**src/rtl/reciprocal_seq_if.sv**
```systemverilog
// Handshake bundle for reciprocal_seq: operand request channel and result channel.
// The producer/consumer side uses master; the reciprocal unit uses slave.
interface reciprocal_seq_if #(parameter int W = 24);
  logic         in_valid;
  logic         in_ready;
  logic [W-1:0] in_data;
  logic         out_valid;
  logic         out_ready;
  logic [W-1:0] out_data;
  logic         out_sat;
  logic         out_div0;

  modport master (
    output in_valid, in_data, out_ready,
    input  in_ready, out_valid, out_data, out_sat, out_div0
  );

  modport slave (
    input  in_valid, in_data, out_ready,
    output in_ready, out_valid, out_data, out_sat, out_div0
  );
endinterface

```
**src/rtl/reciprocal_seq.sv**
```systemverilog
// Multi-cycle signed Qm.n reciprocal: normalise, linear seed, Newton-Raphson, denormalise.
// Includes the lzc leading-zero counter used for normalisation.
module lzc #(
  parameter  int WIDTH = 24,
  localparam int CW    = $clog2(WIDTH + 1)
) (
  input  logic [WIDTH-1:0] i_data,
  output logic [CW-1:0]    o_cnt
);
  // Highest set bit wins because it is visited last.
  always_comb begin
    o_cnt = CW'(WIDTH);
    for (int i = 0; i < WIDTH; i++)
      if (i_data[i]) o_cnt = CW'(WIDTH - 1 - i);
  end
endmodule

module reciprocal_seq #(
  parameter int Q_M   = 12,
  parameter int Q_N   = 12,
  parameter int ITERS = 3
) (
  input  logic              clk,
  input  logic              reset,
  reciprocal_seq_if.slave   bus
);
  localparam int W  = Q_M + Q_N;
  localparam int YW = W + 2;
  localparam int RW = 2 * W + 4;
  localparam int ZW = $clog2(W + 1);

  // Seed line 48/17 - 32/17*d, constants rounded to nearest in Q2.W.
  localparam logic [YW-1:0] C1  = YW'(((64'd48 << W) + 64'd8) / 64'd17);
  localparam logic [YW-1:0] C2  = YW'(((64'd32 << W) + 64'd8) / 64'd17);
  localparam logic [YW-1:0] TWO = YW'(2) << W;
  localparam logic [W-1:0]  MAXV = {1'b0, {(W-1){1'b1}}};
  localparam logic [W-1:0]  MINV = {1'b1, {(W-1){1'b0}}};

  typedef enum logic [2:0] {
    S_IDLE, S_NORM, S_SEED, S_ITER, S_DENORM, S_DONE
  } state_t;

  state_t          r_state, w_next;
  logic            r_sign;
  logic [W-1:0]    r_a;
  logic [ZW-1:0]   r_z;
  logic [W-1:0]    r_d;
  logic [YW-1:0]   r_y;
  logic [YW-1:0]   r_e;
  logic            r_phase;
  logic [1:0]      r_iter;
  logic            r_div0;
  logic [W-1:0]    r_out_data;
  logic            r_out_sat;
  logic            r_out_div0;

  logic [ZW-1:0]     w_z;
  logic [W+YW-1:0]   w_dy;
  logic [2*YW-1:0]   w_yt;
  logic [W+YW-1:0]   w_c2d;
  logic [YW-1:0]     w_seed;
  int                w_s;
  logic [RW-1:0]     w_mag;
  logic [RW-1:0]     w_lim;
  logic              w_sat;
  logic [W-1:0]      w_res;

  lzc #(.WIDTH(W)) u_lzc (.i_data(r_a), .o_cnt(w_z));

  assign bus.in_ready  = (r_state == S_IDLE);
  assign bus.out_valid = (r_state == S_DONE);
  assign bus.out_data  = r_out_data;
  assign bus.out_sat   = r_out_sat;
  assign bus.out_div0  = r_out_div0;

  assign w_dy   = (W+YW)'(r_d) * (W+YW)'(r_y);
  assign w_yt   = (2*YW)'(r_y) * (2*YW)'(TWO - r_e);
  assign w_c2d  = (W+YW)'(C2) * (W+YW)'(r_d);
  assign w_seed = C1 - YW'(w_c2d >> W);

  // Magnitude r = y * 2^-(2*Q_M - z); a wide shift keeps every bit so the
  // saturation compare also catches bits that a W-bit left shift would drop.
  always_comb begin
    w_s   = 2 * Q_M - int'(r_z);
    w_mag = (w_s >= 0) ? (RW'(r_y) >> w_s) : (RW'(r_y) << (-w_s));
    w_lim = r_sign ? (RW'(1) << (W - 1)) : ((RW'(1) << (W - 1)) - RW'(1));
    w_sat = r_div0 || (w_mag > w_lim);
    if (w_sat)
      w_res = (r_sign && !r_div0) ? MINV : MAXV;
    else if (r_sign)
      w_res = ~w_mag[W-1:0] + W'(1);
    else
      w_res = w_mag[W-1:0];
  end

  always_ff @(posedge clk or posedge reset) begin
    if (reset) r_state <= S_IDLE;
    else       r_state <= w_next;
  end

  // A zero operand is flagged in NORM and SEED then bypasses the iterations.
  always_comb begin
    w_next = r_state;
    case (r_state)
      S_IDLE:   if (bus.in_valid) w_next = S_NORM;
      S_NORM:   w_next = S_SEED;
      S_SEED:   w_next = r_div0 ? S_DENORM : S_ITER;
      S_ITER:   if (r_phase && (r_iter == 2'(ITERS - 1))) w_next = S_DENORM;
      S_DENORM: w_next = S_DONE;
      S_DONE:   if (bus.out_ready) w_next = S_IDLE;
      default:  w_next = S_IDLE;
    endcase
  end

  always_ff @(posedge clk or posedge reset) begin
    if (reset) begin
      r_sign     <= 1'b0;
      r_a        <= '0;
      r_z        <= '0;
      r_d        <= '0;
      r_y        <= '0;
      r_e        <= '0;
      r_phase    <= 1'b0;
      r_iter     <= '0;
      r_div0     <= 1'b0;
      r_out_data <= '0;
      r_out_sat  <= 1'b0;
      r_out_div0 <= 1'b0;
    end else begin
      case (r_state)
        S_IDLE: if (bus.in_valid) begin
          r_sign <= bus.in_data[W-1];
          r_a    <= bus.in_data[W-1] ? (~bus.in_data + W'(1)) : bus.in_data;
        end
        S_NORM: begin
          r_z    <= w_z;
          r_d    <= r_a << w_z;
          r_div0 <= (r_a == '0);
        end
        S_SEED: begin
          r_y     <= w_seed;
          r_phase <= 1'b0;
          r_iter  <= '0;
        end
        S_ITER: begin
          if (!r_phase) begin
            r_e <= YW'(w_dy >> W);
          end else begin
            r_y    <= YW'(w_yt >> W);
            r_iter <= r_iter + 2'd1;
          end
          r_phase <= ~r_phase;
        end
        S_DENORM: begin
          r_out_data <= w_res;
          r_out_sat  <= w_sat;
          r_out_div0 <= r_div0;
        end
        default: ;
      endcase
    end
  end
endmodule

```
**src/flat_wrapper.sv**
```systemverilog
// flat-port wrapper written by rule: the top's interface ports become plain ports
module reciprocal_seq_flat 
#(
  parameter int Q_M   = 12,
  parameter int Q_N   = 12,
  parameter int ITERS = 3
)
  (clk, reset, bus_in_valid, bus_in_data, bus_out_ready, bus_in_ready, bus_out_valid, bus_out_data, bus_out_sat, bus_out_div0);
  reciprocal_seq_if #(.W((24))) bus_i ();
  input  logic clk;
  input  logic reset;
  input wire logic [$bits(bus_i.in_valid)-1:0] bus_in_valid;
  input wire logic [$bits(bus_i.in_data)-1:0] bus_in_data;
  input wire logic [$bits(bus_i.out_ready)-1:0] bus_out_ready;
  output wire logic [$bits(bus_i.in_ready)-1:0] bus_in_ready;
  output wire logic [$bits(bus_i.out_valid)-1:0] bus_out_valid;
  output wire logic [$bits(bus_i.out_data)-1:0] bus_out_data;
  output wire logic [$bits(bus_i.out_sat)-1:0] bus_out_sat;
  output wire logic [$bits(bus_i.out_div0)-1:0] bus_out_div0;
  assign bus_i.in_valid = bus_in_valid;
  assign bus_i.in_data = bus_in_data;
  assign bus_i.out_ready = bus_out_ready;
  assign bus_in_ready = bus_i.in_ready;
  assign bus_out_valid = bus_i.out_valid;
  assign bus_out_data = bus_i.out_data;
  assign bus_out_sat = bus_i.out_sat;
  assign bus_out_div0 = bus_i.out_div0;
  reciprocal_seq #(.Q_M(Q_M), .Q_N(Q_N), .ITERS(ITERS)) u_core (.clk(clk), .reset(reset), .bus(bus_i));
endmodule
```
**config.mk**
```make
export PLATFORM = sky130hd
export DESIGN_NAME = reciprocal_seq_flat
export DESIGN_NICKNAME = d
export VERILOG_FILES = /design/src/rtl/reciprocal_seq_if.sv /design/src/rtl/reciprocal_seq.sv /design/src/flat_wrapper.sv
export SDC_FILE = /design/constraint.sdc
export NUM_CORES = 2
export LEC_CHECK = 0
export CAP_MARGIN = 5
export CORE_ASPECT_RATIO = 1.25
export CORE_MARGIN = 4
export CORE_UTILIZATION = 50
export CTS_CLUSTER_SIZE = 28
export DETAILED_ROUTE_END_ITERATION = 8
export GPL_ROUTABILITY_DRIVEN = 1
export HOLD_SLACK_MARGIN = 0.12
export PLACE_DENSITY = 0.66
export SETUP_SLACK_MARGIN = 0.2
export SLEW_MARGIN = 20
export SYNTH_ARGS = -nofsm -noshare
export SYNTH_HDL_FRONTEND = slang
export SYNTH_SLANG_ARGS = --single-unit
```
**constraint.sdc**
```tcl
create_clock -name clk -period 20.8 [get_ports clk]
set_input_delay 4.16 -clock clk [delete_from_list [all_inputs] [get_ports clk]]
set_output_delay 4.16 -clock clk [all_outputs]
set_load 0.005 [all_outputs]
```
# After elaboration in Yosys (flattened, before gate mapping)
# Index checks and enable logic that the tools add are counted.
totals:
  regBits: 139
  latch_bits: 0
  ram_bits: 0
  mem_bits_ro: 0
  inputBits: 28
  output_inout_bits: 28
  wordCells: 92
  memories: 0
classes:
  add_sub_neg: 7
  mul: 3
  div_mod_pow: 0
  n_lt_le_gt_ge: 2
  eq_ne: 10
  shift: 3
  n_mux: 40
  bitwise_logic: 3
  n_reduce_logical: 11
ops:
  columns: ["operator", "n"]
  rows:
  - ["$mux W24", 5]
  - ["$mux W5", 23]
  - ["$gt A52 B52 Y1", 1]
  - ["$mul A26 B52 Y50", 1]
  - ["$mux W52", 1]
  - ["$pmux W26 S2", 1]
  - ["$shl A26 B32 Y52", 1]
  - ["$shr A26 B32 Y52", 1]
  - ["$mul A24 B26 Y50", 1]
  - ["$add A24 B1 Y24 const B", 2]
  - ["$mul A24 B24 Y48 const A", 1]
  - ["$not A24 Y24", 2]
  - ["$ge A32 B1 Y1 const B", 1]
  - ["$neg A32 Y32", 1]
  - ["$sub A26 B26 Y27 const A", 1]
  - ["$mux W26", 1]
  - ["$sub A26 B25 Y26 const A", 1]
  - ["$logic_not A24 Y1", 1]
  - ["$shl A24 B5 Y24", 1]
  - ["$pmux W3 S6", 1]
  - ["$mux W3", 4]
  - ["$eq A3 B2 Y1 const B", 2]
  - ["$eq A3 B3 Y1 const B", 2]
  - ["$reduce_and A2 Y1", 3]
  - ["other kinds (17)", 20]

# Depth between registers and ports, before layout
logic_depth:
  ltp_word: 25
  ltp_mapped: 38
  mapped_depth_nobuf: 35

# Cells and area by module
# From an unflattened synthesis, not the netlist that was laid out.
hier_totals:
  hier_cells: 6959
  area_unflattened_um2: 61098.6
by_module_without_submodules:
  columns: ["module", "n_inst", "cells_each", "area_each_um2", "seq_area_each_um2"]
  rows:
  - ["reciprocal_seq", 1, 6911, 60833.3, 3478.3]
  - ["lzc", 1, 48, 265.3, 0.0]

# Least setup slack after synthesis
# OpenSTA, ideal clock, no wires.
synth_path:
  kind: "register to register"
  startpoint: "reg u_core.r_e[7]"
  endpoint: "reg u_core.r_y[24]"
  setup_ns: 0.126
  t_arrival_ns: 9.588
  t_required_ns: 20.674
  slack_ns: 11.086
  stages_incl_launch_ff: 37
  path_buffers: 1
  synth_period_minus_slack_ns: 9.714
  cell_sequence: "dfrtp_1 > or3_1 > or4_1 > or3_1 > nor3_2 > nand3b_1 > or4_1 > nor2b_1 > xor2_1 > clkbuf_1 > nand2_1 > fa_1 > inv_1 > fa_1 > inv_1 > fa_1 > fa_1 > inv_1 > fa_1 > fa_1 > inv_1 > fa_1 > inv_1 > ha_1 > a21o_1 > a21o_1 > a21oi_1 > o21ai_0 > a211o_1 > a221oi_1 > o22ai_1 > a41oi_1 > nor2b_1 > a31oi_1 > xnor2_1 > nor2_1 > a221o_1"
synth_via:
  elab_chain_len: 4
synth_rtl:
  columns: ["element", "line", "rtl"]
  rows:
  - ["start, declared", "reciprocal_seq.sv:49", "logic [YW-1:0] r_e;"]
  - ["start signal, assigned", "reciprocal_seq.sv:147", "r_e <= YW'(w_dy >> W);"]
  - ["$sub A26 B26 Y27", "reciprocal_seq.sv:77", "assign w_yt = (2*YW)'(r_y) * (2*YW)'(TWO - r_e);"]
  - ["$mul A26 B52 Y50", "reciprocal_seq.sv:77", null]
  - ["$mux W26", "reciprocal_seq.sv:146", "if (!r_phase) begin"]
  - ["$pmux W26 S2", "reciprocal_seq.sv:130", "case (r_state)"]
  - ["end signal, assigned", "reciprocal_seq.sv:141", "r_y <= w_seed;"]
  - ["end signal, assigned", "reciprocal_seq.sv:149", "r_y <= YW'(w_yt >> W);"]
  - ["end, declared", "reciprocal_seq.sv:48", "logic [YW-1:0] r_y;"]
# Every way passes these cells. The select of a mux whose other input is x is not followed.
# A chain may end at the register's enable or synchronous reset.

# Final worst setup path
layout_path:
  startpoint: "reg u_core.r_e[8]"
  endpoint: "reg u_core.r_y[24]"
# The elaborated chain is that of the path after synthesis.

==> reports/results.tsv <==
stage	metric	value	unit
routing	DRC violation count after routing	0	
synthesis	Netlist Area Pre-Place	62900	sq um
synthesis	complex-gate fraction of the synthesized area	7.69	%
routing	number of DRC markers in iteration 0	2837	
sta	Fin Setup TNS	0	ns
clock_tree	root cell of the clock tree	clkbuf_16	
critical_path	maximum net fanout on the critical path	12	
die	site row count	145	
die	boundary pin count	56	
placement	routability-driven placement congestion ratio	0.940	
synthesis	Warnings, synthesis	0	
synthesis	number of distinct library cells after synthesis	90	
routing	routed length per placed instance	21.3	um
sta	portion of the clock cycle consumed by the worst path in the final layout	53.8	%
clock_tree	CTS H-tree depth	4	
layout	number of standard cells in the layout, taps in and fillers out	8497	
critical_path	crit path max-delay cell type	xor2_2	
grt	global-route wire length before repair	291000	um
synthesis	number of synthesized register bits	139	
sta	setup repair after global routing missed its margin	no	
synthesis	Synth Area in XOR/XNOR	2.28	%
clock_tree	count of hold-fix buffers inserted at cts	0	
job	Max Cap Violations	0	
sta	f_max	89.3	MHz
placement	placed cell count	8464	
layout	fraction of final layout cells sized beyond drive strength 1	4.40	%
clock_tree	sink count of the clock tree	139	
synthesis	Avg Synthesized Cell Area	8.91	sq um
layout	most common cell after layout, fill and taps aside	inv_1	
layout	final net count	8793	
synthesis	cells after synthesis	7066	
die	Die Outline Area	132000	sq um
sta	Worst Tran Pin Value	1.11	ns
grt	All-Layer GR Usage	28.3	%
clock_tree	setup fix buffers added after clock tree synthesis	0	
routing	detailed-router iteration count before antenna repair	5	
sta	setup violators final	0	
layout	commonest cells after routing, fill and taps aside	inv_1 (1579), fa_1 (1379), nand2_1 (956)	
critical_path	type of destination of the critical path	flop	
sta	Slew HR	25.1	%
clock_tree	Clk Latency, worst-skew pair	0.51	ns
synthesis	share of synthesized area occupied by flip-flops and latches	5.53	%
grt	number of global-route vias before repair	52777	
grt	pin count of the biggest net entering global routing	86	
synthesis	leading register cell type out of synthesis	dfrtp_1	
critical_path	Arrival @ worst endpoint	11.60	ns
layout	cell area after layout	65800	sq um
synthesis	Simple-Gate Fraction of Synth Area	15.6	%
critical_path	worst path required time	21.20	ns
clock_tree	clock edge transition at the registers on the reported setup and hold paths	0.09	ns
critical_path	crit start category	flop	
status	status	complete, no violations	
placement	Post-DP Area	65200	sq um
routing	total via count after detailed routing	47988	
synthesis	adder and majority gate portion of the synthesized area	54.2	%
sta	Worst Hold Margin	0.476	ns
clock_tree	TritonCTS clock tree	built	
routing	detailed-route vias per instance	5.65	
synthesis	largest family of logic cells by synthesized area	adder cells	
hold_path	class of the worst hold path	flop to flop	
grt	Congestion Overflow GR	0	
sta	count of final max-slew check failures	0	
synthesis	multiplexer share of the synthesized area	2.81	%
sta	final-report hold violation count	0	
die	starting utilization of the core area	50.3	%
sta	Fin Clk Skew	0.0338	ns
critical_path	largest stage delay on the critical path	0.65	ns
placement	input/output buffers	55	
clock_tree	Max Buffers Root-to-Sink	2	
die	area inside the core boundary	125000	sq um
die	die span in y	405	um
sta	post-layout minimum cycle time	11.20	ns
critical_path	type of the worst setup path	flop to flop	
synthesis	post-synthesis async set-or-reset flop share	100	%
die	Chip Width	325	um
layout	layout-stage area growth over the synthesis result	4.57	%
critical_path	most frequent CP cell	fa_1	
routing	remaining antenna violation count	0	
grt	antenna violations before repair	3	
clock_tree	number of buffers created by CTS	17	
synthesis	number of enable flip-flop cells after synthesis	0	
clock_tree	cts repair resizes	0	
synthesis	post-synthesis net count	8993	
routing	final WL	181000	um
placement	DP Wirelength	138000	um
==> worst max-delay path, delay by kind of cell, from the launching register on <==
kind            cells  cell delay [ns]
xor+xnor            2             0.82
fa+ha+maj           8             3.81
flops               1             0.46
simple gates        9             3.14
buf+inv             4             0.23
compound gates     10             2.62
==> kinds of logic after synthesis <==
| group | after synthesis |
|---|---|
| adder cells (fa/ha/maj) | 1899 |
| flip-flops | 139 |
| multiplexers | 129 |
| AO/OA/AOI/OAI | 751 |
| buffers and inverters | 1969 |
| AND/OR/NAND/NOR | 2017 |
| XOR/XNOR | 162 |
==> layout make-up <==
type                       instances  area, sq um
timing repair buffer             169         1410
inverter                        1581         5940
clock buffer                      17          425
multi-input combinational       4958        52300
antenna                            1         2.50
tap                             1617         2020
fill                           11477        59200
clock inverter                    15          196
sequential                       139         3520
==> synth_stat cells (35+ instances only) <==
cell	instances	area share, %
a21oi_1	210	1.7
o21ai_0	162	1.3
mux2i_1	63	1.0
nand3_1	55	0.44
dfrtp_1	139	5.5
xor2_1	72	1.0
fa_1	1379	44
ha_1	520	10
nor3_1	36	0.29
inv_1	1580	9.4
nand2_1	956	5.7
clkbuf_1	348	2.1
and2_1	612	6.1
xnor2_1	88	1.2
nor2_1	155	0.92
mux4_2	35	1.3
a21o_1	81	0.97
==> metrics by stage <==
stage | util, % | setup WS (ns)
4_1_cts | 52.6 | 9.71
3_3_place_gp | 52.1 | 9.89
6_report | 52.6 | 9.60
2_1_floorplan | - | 11.09
3_5_place_dp | 52.1 | 9.72
5_1_grt | 52.6 | 8.98
==> flip-flops by register name, summed over array words and instances, names as in the netlist <==
| register | count |
|---|---|
| u_core.bus.out_sat | 1 |
| u_core.r_iter | 2 |
| u_core.r_y | 26 |
| u_core.r_div0 | 1 |
| u_core.r_phase | 1 |
| u_core.r_a | 24 |
| u_core.bus.out_data | 24 |
| u_core.r_e | 26 |
| u_core.r_state | 3 |
| u_core.bus.out_div0 | 1 |
| u_core.r_sign | 1 |
| u_core.r_z | 5 |
| u_core.r_d | 24 |
==> path summary, 6_finish.rpt <==
check / startpoint / end / slack (ns) / cells after the start
max reg2reg: u_core.r_e[8] / u_core.r_y[24] / 9.60 / 33
min reg2reg: u_core.bus.out_data[3] / u_core.bus.out_data[3] / 0.48 / 1
max in group asynchronous: reset / u_core.r_y[5] / 15.23 / 3
min in group asynchronous: reset / u_core.r_a[18] / 4.23 / 2
max: u_core.r_e[8] / u_core.r_y[24] / 9.60 / 33
min: u_core.bus.out_data[3] / u_core.bus.out_data[3] / 0.48 / 1
==> routing by layer <==
| layer | track usage [%] | up-vias | wire, um |
|---|---|---|---|
| li1 | - | 21040 | - |
| met1 | 33.6 | 24804 | 67100 |
| met2 | 51.3 | 1631 | 93500 |
| met3 | 3.89 | 509 | 10900 |
| met4 | 12.4 | 4 | 9160 |
| met5 | 0 | - | 30 |
Power is left out: the tool's default activity adds up to more than one toggle a clock period on the data nets, which glitch-free logic cannot reach.
